==> src/rtl/fifo_sync_param.sv <==
// Parametrised single-clock FIFO with occupancy count, programmable almost flags and sticky errors.
// Optional first-word-fall-through output selected by defining FIFO_FWFT_EN.
module fifo_sync_param #(
  parameter int DATA_WIDTH = 8,
  parameter int DEPTH      = 8,
  parameter int AF_LEVEL   = DEPTH - 2,
  parameter int AE_LEVEL   = 2
) (
  input  logic                     clk,
  input  logic                     rst_n,
  input  logic                     wr_en,
  input  logic                     rd_en,
  input  logic [DATA_WIDTH-1:0]    data_in,
  output logic [DATA_WIDTH-1:0]    data_out,
  output logic                     full,
  output logic                     empty,
  output logic                     almost_full,
  output logic                     almost_empty,
  output logic [$clog2(DEPTH):0]   count,
  output logic                     overflow,
  output logic                     underflow,
  input  logic                     err_clr
);

  localparam int AW = $clog2(DEPTH);
  localparam int CW = AW + 1;
  localparam logic AF_RST = (AF_LEVEL <= 0) ? 1'b1 : 1'b0;
  localparam logic AE_RST = (AE_LEVEL >= 0) ? 1'b1 : 1'b0;

  logic [DATA_WIDTH-1:0] r_mem [DEPTH];
  logic [AW-1:0]         r_wr_ptr;
  logic [AW-1:0]         r_rd_ptr;
  logic [CW-1:0]         r_count;
  logic                  r_full;
  logic                  r_empty;
  logic                  r_almost_full;
  logic                  r_almost_empty;
  logic                  r_overflow;
  logic                  r_underflow;

  logic                  w_rd_ok;
  logic                  w_wr_ok;
  logic [CW-1:0]         w_count_next;

  // A write into a full FIFO is still accepted when a read frees a slot in the same cycle.
  always_comb begin
    w_rd_ok      = rd_en & ~r_empty;
    w_wr_ok      = wr_en & (~r_full | w_rd_ok);
    w_count_next = r_count + {{AW{1'b0}}, w_wr_ok} - {{AW{1'b0}}, w_rd_ok};
  end

  // Pointers, count, flags and sticky errors; every flag derives from the next count.
  always_ff @(posedge clk or negedge rst_n) begin
    if (!rst_n) begin
      r_wr_ptr       <= {AW{1'b0}};
      r_rd_ptr       <= {AW{1'b0}};
      r_count        <= {CW{1'b0}};
      r_full         <= 1'b0;
      r_empty        <= 1'b1;
      r_almost_full  <= AF_RST;
      r_almost_empty <= AE_RST;
      r_overflow     <= 1'b0;
      r_underflow    <= 1'b0;
    end else begin
      if (w_wr_ok) begin
        r_wr_ptr <= r_wr_ptr + {{(AW-1){1'b0}}, 1'b1};
      end else begin
        r_wr_ptr <= r_wr_ptr;
      end
      if (w_rd_ok) begin
        r_rd_ptr <= r_rd_ptr + {{(AW-1){1'b0}}, 1'b1};
      end else begin
        r_rd_ptr <= r_rd_ptr;
      end
      r_count        <= w_count_next;
      r_full         <= (w_count_next == CW'(DEPTH));
      r_empty        <= (w_count_next == {CW{1'b0}});
      r_almost_full  <= (w_count_next >= CW'(AF_LEVEL));
      r_almost_empty <= (w_count_next <= CW'(AE_LEVEL));
      // A new error in the same cycle as err_clr keeps the flag set.
      r_overflow     <= (wr_en & ~w_wr_ok) | (r_overflow  & ~err_clr);
      r_underflow    <= (rd_en & ~w_rd_ok) | (r_underflow & ~err_clr);
    end
  end

  // Storage array; contents are deliberately left unreset.
  always_ff @(posedge clk) begin
    if (w_wr_ok) begin
      r_mem[r_wr_ptr] <= data_in;
    end else begin
      r_mem[r_wr_ptr] <= r_mem[r_wr_ptr];
    end
  end

`ifdef FIFO_FWFT_EN
  // Head entry is presented directly; zero while nothing is stored.
  assign data_out = r_empty ? {DATA_WIDTH{1'b0}} : r_mem[r_rd_ptr];
`else
  logic [DATA_WIDTH-1:0] r_data_out;

  // Registered read port: one cycle latency, holds between accepted reads.
  always_ff @(posedge clk or negedge rst_n) begin
    if (!rst_n) begin
      r_data_out <= {DATA_WIDTH{1'b0}};
    end else if (w_rd_ok) begin
      r_data_out <= r_mem[r_rd_ptr];
    end else begin
      r_data_out <= r_data_out;
    end
  end

  assign data_out = r_data_out;
`endif

  assign full         = r_full;
  assign empty        = r_empty;
  assign almost_full  = r_almost_full;
  assign almost_empty = r_almost_empty;
  assign count        = r_count;
  assign overflow     = r_overflow;
  assign underflow    = r_underflow;

endmodule

==> config.mk <==
export PLATFORM = sky130hd
export DESIGN_NAME = fifo_sync_param
export DESIGN_NICKNAME = d
export VERILOG_FILES = /design/src/rtl/fifo_sync_param.sv
export SDC_FILE = /design/constraint.sdc
export NUM_CORES = 1
export LEC_CHECK = 0
export CAP_MARGIN = 20
export CORE_MARGIN = 4
export CORE_UTILIZATION = 31
export CTS_CLUSTER_SIZE = 10
export DETAILED_ROUTE_END_ITERATION = 8
export PLACE_DENSITY_LB_ADDON = 0.3
export SYNTH_ARGS = -nofsm -noshare
export SYNTH_HDL_FRONTEND = slang
export SYNTH_SLANG_ARGS = --single-unit
==> constraint.sdc <==
create_clock -name clk -period 4.87 [get_ports clk]
set_clock_uncertainty 0.15 [all_clocks]
set_input_delay 1.461 -clock clk [delete_from_list [all_inputs] [get_ports clk]]
set_output_delay 1.461 -clock clk [all_outputs]
set_load 0.05 [all_outputs]
==> flow_summary.json <==
{
  "status": "complete, no violations",
  "finalInstanceArea_um2": 4355,
  "hold_violations": 0,
  "p_leak_nw": 1.668,
  "wl_per_cell_um": 16.39,
  "ys_ff_latch": 88,
  "setup_violations": 0,
  "yosysSeqAreaShare_pct": 70.71,
  "die_w_um": 115.3,
  "synth_cells": 228,
  "core_area_um2": 11080,
  "layout-drive-gt1-share_pct": 13.04,
  "period_share_pct": 81.27,
  "first_pass_iters": 6,
  "grt.total_usage_pct": 11.01,
  "finalSetupTns_ns": 0,
  "tightest_slew_ns": 0.8527,
  "dpl_cell_area_um2": 4045,
  "cts_num_sinks": 88,
  "cpMaxStageDelayCell": "clkdlybuf4s50_1",
  "ant_nets": 0,
  "hpwl_mm": 4.183,
  "powerDensity_nw_per_um2": 654.3,
  "avgSynthCellArea_um2": 15.66,
  "grt_first_pass_wirelength_mm": 10.81,
  "hold_class": "reg -> reg",
  "setup_ws_ns": 0.9119,
  "cts_tree": "done",
  "rows": 38,
  "grt-ovfl-total": 0,
  "port_buffers": 30,
  "synth_nets": 248,
  "post-route-util_pct": 39.32,
  "syn2layout_area_growth_pct": 21.97,
  "cts_made_buffers": 9,
  "postCtsSetupRepairBufs": 0,
  "drtIter0Drc": 92,
  "critPathMaxStageDelay_ns": 0.53,
  "drt_drc_violations_left": 0,
  "cp-end-kind": "flip-flop",
  "syn_area_um2": 3571,
  "worstPathArrival_ns": 4.07,
  "path_clk_slew_ns": 0.07,
  "worstSetupPathType": "in -> reg",
  "yosysWarnings": 0,
  "initial_core_util_pct": 32.23,
  "worst-endpoint-required_ns": 4.99,
  "first_global_vias": 2014,
  "synth.distinct_cells": 33,
  "ioPinCount": 31,
  "fin_crit_ns": 3.958,
  "cts.repair.resized": 0,
  "drt_wl_total_mm": 6.820,
  "fmax_mhz": 252.7,
  "die_height_um": 115.3,
  "clock_path_buffers": 2,
  "cp-start-kind": "primary input",
  "rsz0062_at_grt": "no",
  "peakVddDrop_mv": 0.3275,
  "slew_headroom_pct": 43.04,
  "viasPerCell": 4.642,
  "worstPathMaxFanout": 13,
  "grt_max_degree": 35,
  "root_buffer": "clkbuf_16",
  "antenna_found_initial": 0,
  "worstPathCellList": "clkdlybuf4s50_1 -> nand2b_4 -> a21boi_4 -> inv_2 -> ha_1 -> inv_1 -> ha_1 -> inv_1 -> fa_1 -> inv_1 -> or3_1 -> nor2b_1",
  "gp_congestion": 0.7117,
  "holdBufCountCts": 0,
  "final_max_slew_viol_count": 0,
  "cts-htree-levels": 3,
  "dp_slack_ns": 0.5442,
  "cp_common_cell": "inv_1",
  "vias": 1931,
  "maxCapViolCount": 0,
  "fin_nets": 291,
  "dieArea_um2": 13300,
  "clock_latency_ns": 0.33,
  "antenna_cells": 0
}
-- worst max-delay path: cells and delay by family --
kind / cells / cell delay [ns]
AND/OR/NAND/NOR: 3 / 0.65
buffers and inverters: 5 / 0.80
AO/OA/AOI/OAI: 1 / 0.25
adder cells (fa/ha/maj): 3 / 0.89
-- layout by cell type (no fill, tap or decap), drive strengths merged, types with 6 or more instances in the layout --
cell type / instances
clkbuf: 9
clkdlybuf4s50: 30
buf: 11
a22oi: 16
edfxtp: 64
ha: 6
nand2: 24
mux2i: 32
nand3: 9
inv: 14
dfrtp: 22
xnor2: 6
-- cell usage after synthesis, drive strengths merged --
| library cell | n | area (um^2) |
|---|---|---|
| inv | 10 | 37.53 |
| a21o | 2 | 15.01 |
| nor4 | 1 | 6.260 |
| nor2b | 3 | 18.77 |
| clkbuf | 1 | 5.000 |
| nor2 | 5 | 18.77 |
| nand2 | 24 | 90.09 |
| a21oi | 1 | 8.760 |
| buf | 8 | 85.08 |
| nand3 | 9 | 45.04 |
| a211oi | 1 | 12.51 |
| a22oi | 16 | 120.1 |
| xor2 | 1 | 8.760 |
| o21ai | 2 | 10.01 |
| nand2b | 3 | 26.27 |
| mux2i | 32 | 320.3 |
| fa | 1 | 20.02 |
| dfstp | 2 | 52.55 |
| mux2 | 1 | 11.26 |
| xnor2 | 6 | 60.06 |
| nor3 | 4 | 20.02 |
| and2 | 1 | 6.260 |
| dfrtp | 22 | 550.5 |
| ha | 6 | 75.07 |
| edfxtp | 64 | 1922 |
| a21boi | 1 | 18.77 |
| or3 | 1 | 6.260 |
-- power by group --
part           internal (mW)  switching [mW]
Combinational          0.406           0.657
Clock                  0.408           0.298
Sequential             0.984          0.0959
-- cell type report --
| cell class | count | area (um^2) |
|---|---|---|
| inverters | 10 | 37.54 |
| multi-input cells | 121 | 924.6 |
| flip-flops and latches | 88 | 2525 |
| repair buffers | 41 | 382.9 |
| clock buffers | 9 | 225.2 |
| fillers | 1017 | 6723 |
| well taps | 140 | 175.2 |
| clock inverters | 7 | 85.08 |
-- worst paths after layout --
path / startpoint / endpoint / slack, ns / cells after the start
max reg2reg: empty / full / 2.12 / 11
max: rd_en / full / 0.91 / 12
max in group asynchronous: rst_n / empty / 2.94 / 2
min: data_out[2] / data_out[2] / 0.33 / 2
min reg2reg: data_out[2] / data_out[2] / 0.33 / 2
min in group asynchronous: rst_n / count[0] / 1.34 / 2
-- layer usage --
metal | up-vias | track usage [%] | part of all wire, %
met4 | 0 | 5.321 | 1.8
met3 | 8 | 2.105 | 4.8
li1 | 929 | - | -
met5 | - | 0 | 0
met1 | 937 | 14.17 | 44
met2 | 57 | 17.90 | 50
-- logic make-up (layout without fill, tap and decap cells) --
family                     Yosys count  after routing  share of synthesized area [%]
xor gates and xnor gates             7              7                          1.927
buffers and inverters               19             67                          3.574
and+or+nand+nor                     51             51                          6.658
muxes                               33             33                          9.285
DFF                                 88             88                          70.71
adders and majority gates            7              7                          2.663
AOI/OAI and AO/OA                   23             23                          5.186
-- registers in the layout, indices dropped and copies added (netlist names) --
signal	flops
almost_empty	1
almost_full	1
count	4
data_out	8
empty	1
full	1
overflow	1
r_mem	64
r_rd_ptr	3
r_wr_ptr	3
underflow	1
-- through the flow --
step,cells,power (mW),hold slack [ns]
2_1_floorplan,228,1.891,0.3423
3_3_place_gp,400,2.158,0.3107
3_5_place_dp,400,2.169,0.3148
4_1_cts,416,2.881,0.3314
5_1_grt,416,3.011,0.3476
6_report,416,2.850,0.3252
Power figures use the tool's default switching activity.
